File: src/rtl/cache_arbiter_pkg.sv
// rtl/cache_arbiter_pkg.sv - shared types and defaults for the I/D cache arbiter
package cache_types;

  localparam int PMEM_LINE_WIDTH      = 256;
  localparam int DEFAULT_STARVE_LIMIT = 4;

  typedef logic [PMEM_LINE_WIDTH-1:0] pmem_line_t;

  typedef enum logic [2:0] {
    IDLE,
    SERVE_I,
    SERVE_D,
    RESP_I,
    RESP_D
  } arb_state_t;

endpackage

File: src/rtl/cache_arbiter_reg.sv
// rtl/cache_arbiter_reg.sv - width-parameterised load-enable register, async active-low clear
module cache_arbiter_reg #(
  parameter int WIDTH = 32
) (
  input  logic             clk,
  input  logic             rst,
  input  logic             load,
  input  logic [WIDTH-1:0] din,
  output logic [WIDTH-1:0] dout
);

  always_ff @(posedge clk or negedge rst) begin
    if (!rst) begin
      dout <= '0;
    end else if (load) begin
      dout <= din;
    end
  end

endmodule

File: src/rtl/cache_arbiter.sv
// rtl/cache_arbiter.sv - serialises I-cache and D-cache line transactions onto one memory port
module cache_arbiter
  import cache_types::*;
#(
  parameter int LINE_WIDTH   = PMEM_LINE_WIDTH,
  parameter int ADDR_WIDTH   = 32,
  parameter int STARVE_LIMIT = DEFAULT_STARVE_LIMIT
) (
  input  logic                  clk,
  input  logic                  rst,
  input  logic                  i_pmem_read,
  input  logic [ADDR_WIDTH-1:0] i_pmem_addr,
  output logic [LINE_WIDTH-1:0] i_pmem_rdata,
  output logic                  i_pmem_resp,
  input  logic                  d_pmem_read,
  input  logic                  d_pmem_write,
  input  logic [ADDR_WIDTH-1:0] d_pmem_addr,
  input  logic [LINE_WIDTH-1:0] d_pmem_wdata,
  output logic [LINE_WIDTH-1:0] d_pmem_rdata,
  output logic                  d_pmem_resp,
  output logic                  mem_read,
  output logic                  mem_write,
  output logic [ADDR_WIDTH-1:0] mem_addr,
  output logic [LINE_WIDTH-1:0] mem_wdata,
  input  logic [LINE_WIDTH-1:0] mem_rdata,
  input  logic                  mem_resp
);

  // Counter is always at least one bit so STARVE_LIMIT = 0 still elaborates.
  localparam int CNT_W = $clog2(STARVE_LIMIT + 2);
  localparam logic [CNT_W-1:0] LIMIT = CNT_W'(STARVE_LIMIT);

  arb_state_t state, state_next;
  logic [CNT_W-1:0] starve_cnt, starve_next;

  logic d_req, starve_trip, grant_d, grant_i, grant;
  logic hold_write;
  logic [ADDR_WIDTH-1:0] hold_addr;
  logic [LINE_WIDTH-1:0] hold_wdata;
  logic load_i_rdata, load_d_rdata;

  assign d_req       = d_pmem_read | d_pmem_write;
  assign starve_trip = (STARVE_LIMIT != 0) && (starve_cnt == LIMIT) && i_pmem_read;
  assign grant_d     = (state == IDLE) && d_req && !starve_trip;
  assign grant_i     = (state == IDLE) && !grant_d && i_pmem_read;
  assign grant       = grant_d | grant_i;

  always_ff @(posedge clk or negedge rst) begin
    if (!rst) begin
      state      <= IDLE;
      starve_cnt <= '0;
    end else begin
      state      <= state_next;
      starve_cnt <= starve_next;
    end
  end

  always_comb begin
    state_next  = state;
    starve_next = starve_cnt;
    case (state)
      IDLE: begin
        if (grant_d) begin
          state_next = SERVE_D;
          if (i_pmem_read && (starve_cnt != LIMIT)) begin
            starve_next = starve_cnt + 1'b1;
          end
        end else if (grant_i) begin
          state_next  = SERVE_I;
          starve_next = '0;
        end
      end
      SERVE_I: if (mem_resp) state_next = RESP_I;
      SERVE_D: if (mem_resp) state_next = RESP_D;
      RESP_I:  state_next = IDLE;
      RESP_D:  state_next = IDLE;
      default: state_next = IDLE;
    endcase
  end

  // Simultaneous read and write from the D-cache is resolved as a write.
  cache_arbiter_reg #(.WIDTH(1)) u_hold_write (
    .clk  (clk),
    .rst  (rst),
    .load (grant),
    .din  (grant_d & d_pmem_write),
    .dout (hold_write)
  );

  cache_arbiter_reg #(.WIDTH(ADDR_WIDTH)) u_hold_addr (
    .clk  (clk),
    .rst  (rst),
    .load (grant),
    .din  (grant_d ? d_pmem_addr : i_pmem_addr),
    .dout (hold_addr)
  );

  cache_arbiter_reg #(.WIDTH(LINE_WIDTH)) u_hold_wdata (
    .clk  (clk),
    .rst  (rst),
    .load (grant_d),
    .din  (d_pmem_wdata),
    .dout (hold_wdata)
  );

  assign load_i_rdata = (state == SERVE_I) && mem_resp;
  assign load_d_rdata = (state == SERVE_D) && mem_resp && !hold_write;

  cache_arbiter_reg #(.WIDTH(LINE_WIDTH)) u_i_rdata (
    .clk  (clk),
    .rst  (rst),
    .load (load_i_rdata),
    .din  (mem_rdata),
    .dout (i_pmem_rdata)
  );

  cache_arbiter_reg #(.WIDTH(LINE_WIDTH)) u_d_rdata (
    .clk  (clk),
    .rst  (rst),
    .load (load_d_rdata),
    .din  (mem_rdata),
    .dout (d_pmem_rdata)
  );

  // Memory strobes come from state so an async reset drops them immediately.
  assign mem_read    = ((state == SERVE_I) || (state == SERVE_D)) && !hold_write;
  assign mem_write   = (state == SERVE_D) && hold_write;
  assign mem_addr    = hold_addr;
  assign mem_wdata   = hold_wdata;
  assign i_pmem_resp = (state == RESP_I);
  assign d_pmem_resp = (state == RESP_D);

  assert property (@(posedge clk) disable iff (!rst) !(d_pmem_read && d_pmem_write));

endmodule

File: config.mk
export PLATFORM = sky130hd
export DESIGN_NAME = cache_arbiter
export DESIGN_NICKNAME = d
export VERILOG_FILES = /design/src/rtl/cache_arbiter_pkg.sv /design/src/rtl/cache_arbiter_reg.sv /design/src/rtl/cache_arbiter.sv
export SDC_FILE = /design/constraint.sdc
export NUM_CORES = 1
export LEC_CHECK = 0
export CAP_MARGIN = 40
export CORE_AREA = 10 10 528 530
export DETAILED_ROUTE_END_ITERATION = 16
export DIE_AREA = 0 0 538 540
export GPL_TIMING_DRIVEN = 0
export HOLD_SLACK_MARGIN = 0.03
export SKIP_LAST_GASP = 1
export SLEW_MARGIN = 20
export SYNTH_ARGS = -nofsm -noshare
export SYNTH_HDL_FRONTEND = slang
export SYNTH_SLANG_ARGS = --single-unit
File: constraint.sdc
create_clock -name clk -period 2.6 [get_ports clk]
set_input_delay 0.65 -clock clk [delete_from_list [all_inputs] [get_ports clk]]
set_output_delay 0.65 -clock clk [all_outputs]
set_load 0.005 [all_outputs]
==> impl_metrics.ini, run 1 <==
[yosys]
synth_fa_ha_area_share_pct = 0.0820
yosysWarnings = 0
syn_area_mm2 = 0.0305
synth_xor_area_share_pct = 0.0287
ys_ff_latch = 807
syn-num-nets = 2364
synth_top_family_by_area = multiplexers
synth_top_area_share_pct = 66.2
synth_area_per_cell_um2 = 17.1
ys_async_sr_fraction_pct = 100
synthSimpleGateAreaFrac_pct = 0.472
synth_edf_count = 0
synth_compound_gate_area_share_pct = 2.07
yosys.area.top_type = dfrtp_1
synth-seq-area-share_pct = 66.2
ys_types = 35
synth.mux.area_fraction_pct = 28.3
synth_cells = 1780
synth_flop_cell = dfrtp_1
synthTopCellsByArea = dfrtp_1, mux2_2, mux2_1

[clocking]
h-tree-depth = 3
cts_tree = done
clkSinkCount = 807
clock_path_buffers = 4
cts_buffers = 105
clk_latency_ns = 0.84
cts_root_buffer = clkbuf_16
clkTransAtPathRegs_ns = 0.06

[floorplanning]
core_mm2 = 0.267
rows = 190
die_h_um = 540
initial_utilization_pct = 11.4
die_x_um = 538
pin_count = 1386
die-area_mm2 = 0.291

[detailed_routing]
drt_iter0_markers = 1330
drc = 0
firstDrtPassIters = 5
num_vias = 23400
routed_via_density = 3.36
ant_nets = 0
post_drt_wl_per_cell_um = 34.5
wl_um = 240000

[worst_setup_path]
max_stage_delay_ns = 0.39
cp_slowest_cell = nor4bb_4
end_kind = output pin
cp.arrival_ns = 1.94
crit_type = reg -> out
worstPathRequired_ns = 1.95
path_cells = buf_4, nor4bb_4, clkbuf_2
critPathLaunchType = flip-flop
cp_max_fo = 9

[timing]
slew_headroom_pct = 38.6
rsz0062_at_grt = true
maxSlewViolCount = 0
hold_viol_final = 119
post-route-period-util_pct = 99.5
worst_clock_skew_ns = 0.0555
fmax_mhz = 386
whs_ns = -0.247
final.min_clock_period_ns = 2.59
worst_pin_slew_ns = 0.909
setup_viol = 0

[grt]
grt_pass1_wl_um = 296000
grt_start_max_net_pins = 139
antenna_found_initial = 206
grt_pass1_vias = 24800
overflow = 0
grt_usage_pct = 15.8

[power_and_ir_drop]
ir_worst_vdd_mv = 0.597
p_leak_nw = 21.3
cellPowerDensity_mw_per_mm2 = 1310

[flow_run]
cap_viol_max_count = 0

[final_layout]
multi_input_area_mm2 = 0.00951
nNetsFinal = 3868
ff_latch_area_mm2 = 0.0202
fillers = 28800
layout.cells.non_filler = 6968
drive_gt1_share_pct = 26.5
final_cell_area_mm2 = 0.0527
area_growth_pct = 72.9

[status]
violations = hold timing
status = finished with violations

[placement]
place_inst = 6728
dp_hpwl_um = 211000
place_congestion = 0.935
port_buffers = 1385
placed_area_mm2 = 0.0491

[min_path]
worst_hold_path_type = in -> async
[synth_stat cells, types with 3 or more instances]
cell and number:
dfrtp_1 807, mux2_2 591, mux2_1 177, buf_6 46
a21boi_0 32, a221o_1 32, buf_2 30, buf_4 15
clkbuf_1 11, inv_1 4, nor2_1 3, o21ai_0 3
[placed cells by master, fill, tap and decap left out, types with 2 or more instances in the layout]
cell type,synthesis,routed
inv_8,0,2
clkbuf_16,0,106
buf_6,46,48
a21oi_1,2,2
bufinv_16,0,12
nor3_4,1,2
clkdlybuf4s15_2,0,3
clkinv_2,0,15
clkdlybuf4s15_1,0,3
buf_2,30,22
clkinvlp_4,0,7
mux2_2,591,591
ha_1,2,2
inv_6,0,10
clkbuf_2,0,2
dlygate4sd2_1,0,167
buf_8,0,3
clkinv_4,0,4
dfrtp_2,0,2
dfrtp_1,807,805
buf_12,1,4
clkbuf_8,0,20
inv_1,4,4
nor2_1,3,3
and3_1,2,2
o22ai_1,2,2
diode_2,0,48
clkdlybuf4s50_1,0,1206
a221o_1,32,32
clkbuf_1,11,23
buf_4,15,23
o21ai_0,3,3
nand2_1,2,2
mux2_1,177,177
buf_16,0,7
a21boi_0,32,32
[state kept, by name, indices dropped and copies added (netlist names)]
name,flops
u_d_rdata.dout,256
u_hold_write.dout,1
u_hold_addr.dout,32
u_hold_wdata.dout,256
state,3
starve_cnt,3
u_i_rdata.dout,256
[routing by layer]
layer  global-route usage, %  vias up  part of all wire (%)
li1                        -     9490                     -
met1                    17.3    12000                    37
met2                    25.6     1452                    45
met3                    9.75      387                    14
met4                    3.89      142                   2.7
met5                       0        -                  0.38
[cell families after synthesis]
group / Yosys count
compound gates: 75
xor+xnor: 1
fa+ha+maj: 2
buf+inv: 107
flops: 807
mux: 768
simple gates: 20
[per-stage QoR]
stage	setup slack [ns]	power, mW	utilization (%)	hold slack (ns)	setup TNS (ns)
after global placement	-37.46	55.5	18.3	0.470	-
after floorplan	0.677	31.6	-	0.354	0
final	0.0117	69.2	19.7	-0.247	0
after global routing	-0.0770	72.8	19.7	-0.243	-0.113
after detailed placement	-0.857	55.8	18.4	0.475	-369.66
after CTS	-0.227	71.2	19.7	-0.271	-0.363
[layout make-up]
| type | instances | area share (%) |
|---|---|---|
| inverter | 4 | 0.0285 |
| antenna | 48 | 0.228 |
| tap | 3552 | 8.43 |
| timing repair buffer | 1398 | 26.4 |
| buffer | 102 | 1.65 |
| sequential | 807 | 38.3 |
| clock buffer | 139 | 5.64 |
| clock inverter | 52 | 1.27 |
| multi-input combinational | 866 | 18.0 |
[critical path: cells and delay by family (launching register included)]
family	cells	cell delay [ns]
and+or+nand+nor	1	0.39
DFF	1	0.36
buffers and inverters	2	0.40
[where the power goes]
part           internal, mW  leakage (nW)  switching, mW
sequential             18.7          9.78           3.50
clock                  9.29          1.79           6.25
combinational          16.6          9.73           14.9
[path summary, 6_finish.rpt]
kind                            cells past startpoint                  start                     end  slack, ns
worst max-delay path                                3               state[2]               mem_write       0.01
worst max register to register                      8               state[2]     u_i_rdata.dout[178]       0.10
worst min-delay path                                1                    rst  u_hold_wdata.dout[138]      -0.25
max in group asynchronous                           4                    rst  u_hold_wdata.dout[196]       0.45
min in group clk                                    2      d_pmem_wdata[114]  u_hold_wdata.dout[114]       0.41
worst min register to register                      1  u_hold_wdata.dout[82]   u_hold_wdata.dout[82]       0.48
[timing repair]
item                                    4_1_cts  5_1_grt
resized for setup                           217        7
endpoints found under the hold margin       119      119
endpoints found under the setup margin      320       25
pin swaps                                     1        0
buffers inserted                              3        0
(Power assumes the default switching activity.)
==> run 2: changes to the inputs <==
- REMOVE_ABC_BUFFERS: not set -> 1
- clock period: 2.6 -> 2.8 ns (I/O delays scaled with it)
==> run 2 against run 1 <==
  * The run now ends clean
  * Clock power down 7%
  * First-iteration DRC count fell by 45%
  * Critical endpoint is now mem_read
  * Clock skew down 0.020 ns
  * Die area did not move
  * Cell count shrank 0.82%
  * Clock-buffer cell count grew 1
  * Sequential share of layout area is 0.16 points lower
  * Non-clock buffer count shrank 48
==> impl_metrics.ini, run 2 (synthesis gave the netlist of run 1 again) <==
[detailed_routing]
post_drt_wl_per_cell_um = 29.2
routed_via_density = 3.28
firstDrtPassIters = 4
num_vias = 22600
wl_um = 201000
drc = 0
drt_iter0_markers = 734
ant_nets = 0

[timing]
rsz0062_at_grt = true
hold_viol_final = 0
worst_pin_slew_ns = 0.959
maxSlewViolCount = 0
slew_headroom_pct = 36.1
worst_clock_skew_ns = 0.0353
setup_viol = 0
post-route-period-util_pct = 95.5
final.min_clock_period_ns = 2.67
fmax_mhz = 374
setup_tns_ns = 0
whs_ns = 0.480

[power_and_ir_drop]
cellPowerDensity_mw_per_mm2 = 1180
p_leak_nw = 20.9
ir_worst_vdd_mv = 0.632
total_power_mw = 62.3

[final_layout]
multi_input_area_mm2 = 0.00951
drive_gt1_share_pct = 25.4
ff_latch_area_mm2 = 0.0202
area_growth_pct = 73.6
reg_top3 = u_d_rdata.dout (256), u_hold_wdata.dout (256), u_i_rdata.dout (256)
fillers = 28700
final_cell_mix = clkdlybuf4s50_1, dfrtp_1, mux2_2
final_common_cell = clkdlybuf4s50_1
nNetsFinal = 3822

[worst_setup_path]
cp-endpoint = mem_read
timing.reg2reg.worst_path_depth = 9
r2r_setup_slack_ns = 0.13
end_kind = output pin
r2r_start = state[0]
worstPathRequired_ns = 2.10
r2r-end = u_hold_wdata.dout[68]
cp-startpoint = state[2]
critPathLaunchType = flip-flop
cp.arrival_ns = 1.97
cp_max_fo = 10
crit_type = reg -> out

[floorplanning]
die_x_um = 538
initial_utilization_pct = 11.4
die-area_mm2 = 0.291
pin_count = 1386
core_mm2 = 0.267
die_h_um = 540
rows = 190

[placement]
place_congestion = 0.910
dp_hpwl_um = 172000
port_buffers = 1385

[clocking]
clkTransAtPathRegs_ns = 0.06
cts_buffers = 106
h-tree-depth = 3
clk_latency_ns = 0.82
clkSinkCount = 807
cts_root_buffer = clkbuf_16
cts_tree = done
clock_path_buffers = 4

[flow_run]
cap_viol_max_count = 0

[grt]
grt_pass1_vias = 24000
antenna_found_initial = 194
grt_start_max_net_pins = 139
grt_usage_pct = 13.2
grt_pass1_wl_um = 255000
overflow = 0

[status]
status = completed

[min_path]
worst_hold_path_type = in -> reg
min_path_cells = 2
[run 2: cell count changes in the layout (fill, tap and decap cells not counted), sizes merged]
cell           delta
clkinv            +2
clkbuf           -10
bufbuf            +1
nor3              +1
clkinvlp          -1
clkdlybuf4s15     -5
clkdlybuf4s50   +158
dlygate4sd3       +1
dlygate4sd2     -150
dlymetal6s2s      -1
bufinv            +2
inv              -10
buf              -41
diode             -4
[run 2: critical path: stages, from the launching register on]
cell             delay (ns)
dfrtp_2                0.52
nor3_4                 0.31
clkdlybuf4s15_2        0.34
[run 2: cell type report]
type / instances / area share (%)
clock inverter: 45 / 1.29
tap: 3552 / 8.39
sequential: 807 / 38.1
multi-input combinational: 867 / 18.0
antenna: 44 / 0.208
inverter: 4 / 0.0283
timing repair buffer: 1452 / 28.4
clock buffer: 140 / 5.57
[run 2: worst min-delay path by stage]
stage / start / to / slack, ns
2_1_floorplan: rst / starve_cnt[0] / 0.40
3_3_place_gp: u_hold_wdata.dout[138] / u_hold_wdata.dout[138] / 0.47
3_5_place_dp: u_hold_wdata.dout[179] / u_hold_wdata.dout[179] / 0.47
4_1_cts: d_pmem_wdata[139] / u_hold_wdata.dout[139] / 0.36
5_1_grt: d_pmem_wdata[96] / u_hold_wdata.dout[96] / 0.41
6_report: d_pmem_wdata[139] / u_hold_wdata.dout[139] / 0.48
[run 2: what timing repair did]
action | in CTS | in global routing
gates cloned | 2 | 1
buffers inserted | 10 | 5
endpoints found under the hold margin | 71 | 0
resized for setup | 41 | 5
pin swaps | 2 | 0
hold buffers | 2 | 0
setup endpoints to repair | 368 | 129
[run 2: layer usage]
metal | part of all wire, % | GRT usage, % | up-vias
met5 | 0.52 | 0 | -
met4 | 2.6 | 3.04 | 152
met3 | 15 | 8.83 | 443
met2 | 46 | 21.8 | 1304
met1 | 35 | 13.8 | 11400
li1 | - | - | 9377
[run 2: power breakdown]
group | internal (mW) | switching, mW | total [mW]
registers | 17.4 | 3.11 | 20.5
logic | 16.4 | 11.1 | 27.5
clock network | 8.69 | 5.71 | 14.4
[run 2: metrics by stage]
step	setup WS, ns	std cells	util (%)	instance area (um2)
global placement	-37.61	6614	17.9	48000
CTS	-0.189	6862	19.7	52800
detailed placement	-1.65	6667	18.3	49100
floorplan	-10.81	1677	-	29700
finish	0.126	6911	19.8	53000
global route	-0.0560	6876	19.8	52900
==> run 3: changes to the inputs <==
- GPL_TIMING_DRIVEN: 0 -> not set
- SLEW_MARGIN: 20 -> not set
==> run 3 against run 2 <==
  * Clock power fell by 6%
  * Utilization fell by 0.10 points
  * Hold slack improved by 0.0040 ns
  * Setup slack barely moved
  * Sequential cell count did not move
  * Clock skew rose by 0.0022 ns
  * Critical endpoint is now mem_write
  * Largest power group unchanged
==> impl_metrics.ini, run 3 (synthesis gave the netlist of run 1 again) <==
[status]
status = completed

[final_layout]
final_cell_mix = clkdlybuf4s50_1, dfrtp_1, mux2_2
drive_gt1_share_pct = 26.0
post-route-util_pct = 19.7
area_growth_pct = 72.7
nNetsFinal = 3853
multi_input_area_mm2 = 0.00949
final_common_cell = clkdlybuf4s50_1
fillers = 28700
reg_top3 = u_d_rdata.dout (256), u_hold_wdata.dout (256), u_i_rdata.dout (256)
ff_latch_area_mm2 = 0.0202

[power_and_ir_drop]
comb_power_share_pct = 44.2
switchingPower_mw = 19.9
p_leak_nw = 20.9
power_frac_clock_pct = 22.0
seqPwrFrac_pct = 33.8
cellPowerDensity_mw_per_mm2 = 1160
p_sw_share_pct = 32.5
ir_worst_vdd_mv = 0.657
internal_power_mw = 41.3

[grt]
grt_pass1_vias = 24200
grt_start_max_net_pins = 72
grt_pass1_wl_um = 255000
antenna_found_initial = 193
overflow = 0
grt_usage_pct = 13.2

[detailed_routing]
wl_um = 202000
drt_iter0_markers = 1078
routed_via_density = 3.26
ant_nets = 0
post_drt_wl_per_cell_um = 29.1
num_vias = 22700
drc = 0
firstDrtPassIters = 5

[clocking]
clk_latency_ns = 0.81
cts_tree = done
clkTransAtPathRegs_ns = 0.05
clkSinkCount = 807
cts_root_buffer = clkbuf_16
clock_path_buffers = 4
h-tree-depth = 3
cts_buffers = 102

[timing]
worst_clock_skew_ns = 0.0375
rsz0062_at_grt = true
fin_ws_ns = 0.126
fmax_mhz = 374
setup_viol = 0
hold_viol_final = 0
post-route-period-util_pct = 95.5
worst_pin_slew_ns = 0.833
final.min_clock_period_ns = 2.67
slew_headroom_pct = 44.4
maxSlewViolCount = 0

[placement]
port_buffers = 1385
dp_slack_ns = -0.0449
dp_hpwl_um = 173000
place_congestion = 0.934

[flow_run]
cap_viol_max_count = 0

[floorplanning]
pin_count = 1386
die_h_um = 540
initial_utilization_pct = 11.4
rows = 190
die_x_um = 538
die-area_mm2 = 0.291
core_mm2 = 0.267

[worst_setup_path]
cpLargestDelayFamily = flip-flops
cp_max_fo = 9
end_kind = output pin
cp.arrival_ns = 1.97
critPathLaunchType = flip-flop
path_cells = nor4bb_4, clkdlybuf4s15_2
worstPathRequired_ns = 2.10
cp.buffers_inverters = 1
max_stage_delay_ns = 0.48
crit_type = reg -> out
cp_slowest_cell = dfrtp_2

[min_path]
worst_hold_path_type = reg -> reg
-- run 3: cell types whose count changed in the layout (fill, tap and decap cells not counted), sizes merged --
cell	change
bufbuf	-1
clkinv	+1
buf	+39
dlygate4sd2	-3
dlymetal6s2s	+1
nor3	-1
inv	+2
bufinv	-7
clkinvlp	-3
diode	+3
clkbuf	+1
clkdlybuf4s50	+2
-- run 3: final cells by class --
type / count / share of cell area (%)
multi-input combinational: 866 / 18.0
antenna: 47 / 0.223
clock buffer: 143 / 5.55
sequential: 807 / 38.3
timing repair buffer: 1488 / 28.5
inverter: 4 / 0.0285
tap: 3552 / 8.44
clock inverter: 38 / 0.924
-- run 3: repair_timing --
item	in CTS	in global routing
setup buffers	2	0
hold buffers	1	0
resized for setup	33	3
endpoints found under the setup margin	17	2
endpoints found under the hold margin	14	0
-- run 3: worst register-to-register path, cell delays in order, from the launching register on --
cell      delay, ns
dfrtp_2        0.46
buf_4          0.16
and4bb_2       0.29
nor2b_4        0.24
buf_12         0.27
buf_12         0.27
mux2_2         0.39
-- run 3: per-layer routing --
layer	GRT usage [%]	vias up	routed length, um
met3	10.0	395	33700
met5	0	-	1050
met4	2.69	156	4200
met1	13.0	11400	68400
li1	-	9440	-
met2	22.1	1321	94800
-- run 3: power by group through the flow --
| stage | Combinational (mW) | Sequential (mW) | Clock, mW |
|---|---|---|---|
| 6_report | 27.1 | 20.7 | 13.5 |
| 3_3_place_gp | 27.7 | 20.6 | 0 |
| 4_1_cts | 28.0 | 20.7 | 14.0 |
| 2_1_floorplan | 6.43 | 19.9 | 0 |
| 3_5_place_dp | 27.8 | 20.8 | 0 |
| 5_1_grt | 28.6 | 21.3 | 14.5 |
-- run 3: worst paths after layout --
kind                                         from                      to  slack, ns  cells after the start
min in group asynchronous                     rst      u_i_rdata.dout[42]       0.63                      2
max reg2reg                              state[0]      u_d_rdata.dout[59]       0.59                      6
max in group asynchronous                     rst     u_d_rdata.dout[172]       1.32                      4
max                                      state[2]               mem_write       0.13                      2
min reg2reg                u_hold_wdata.dout[162]  u_hold_wdata.dout[162]       0.48                      1
min                        u_hold_wdata.dout[162]  u_hold_wdata.dout[162]       0.48                      1
-- run 3: per-stage QoR --
stage / cells / instance area (um2) / power, mW / hold slack [ns] / setup TNS (ns)
6_report: 6945 / 52700 / 61.2 / 0.484 / 0
5_1_grt: 6905 / 52600 / 64.4 / 0.427 / -0.0233
4_1_cts: 6898 / 52600 / 62.7 / 0.380 / -0.190
3_5_place_dp: 6714 / 49100 / 48.6 / 0.474 / -1.10
3_3_place_gp: 6714 / 49100 / 48.3 / 0.466 / -0.772
2_1_floorplan: 1677 / 29700 / 26.3 / 0.404 / -6973.41
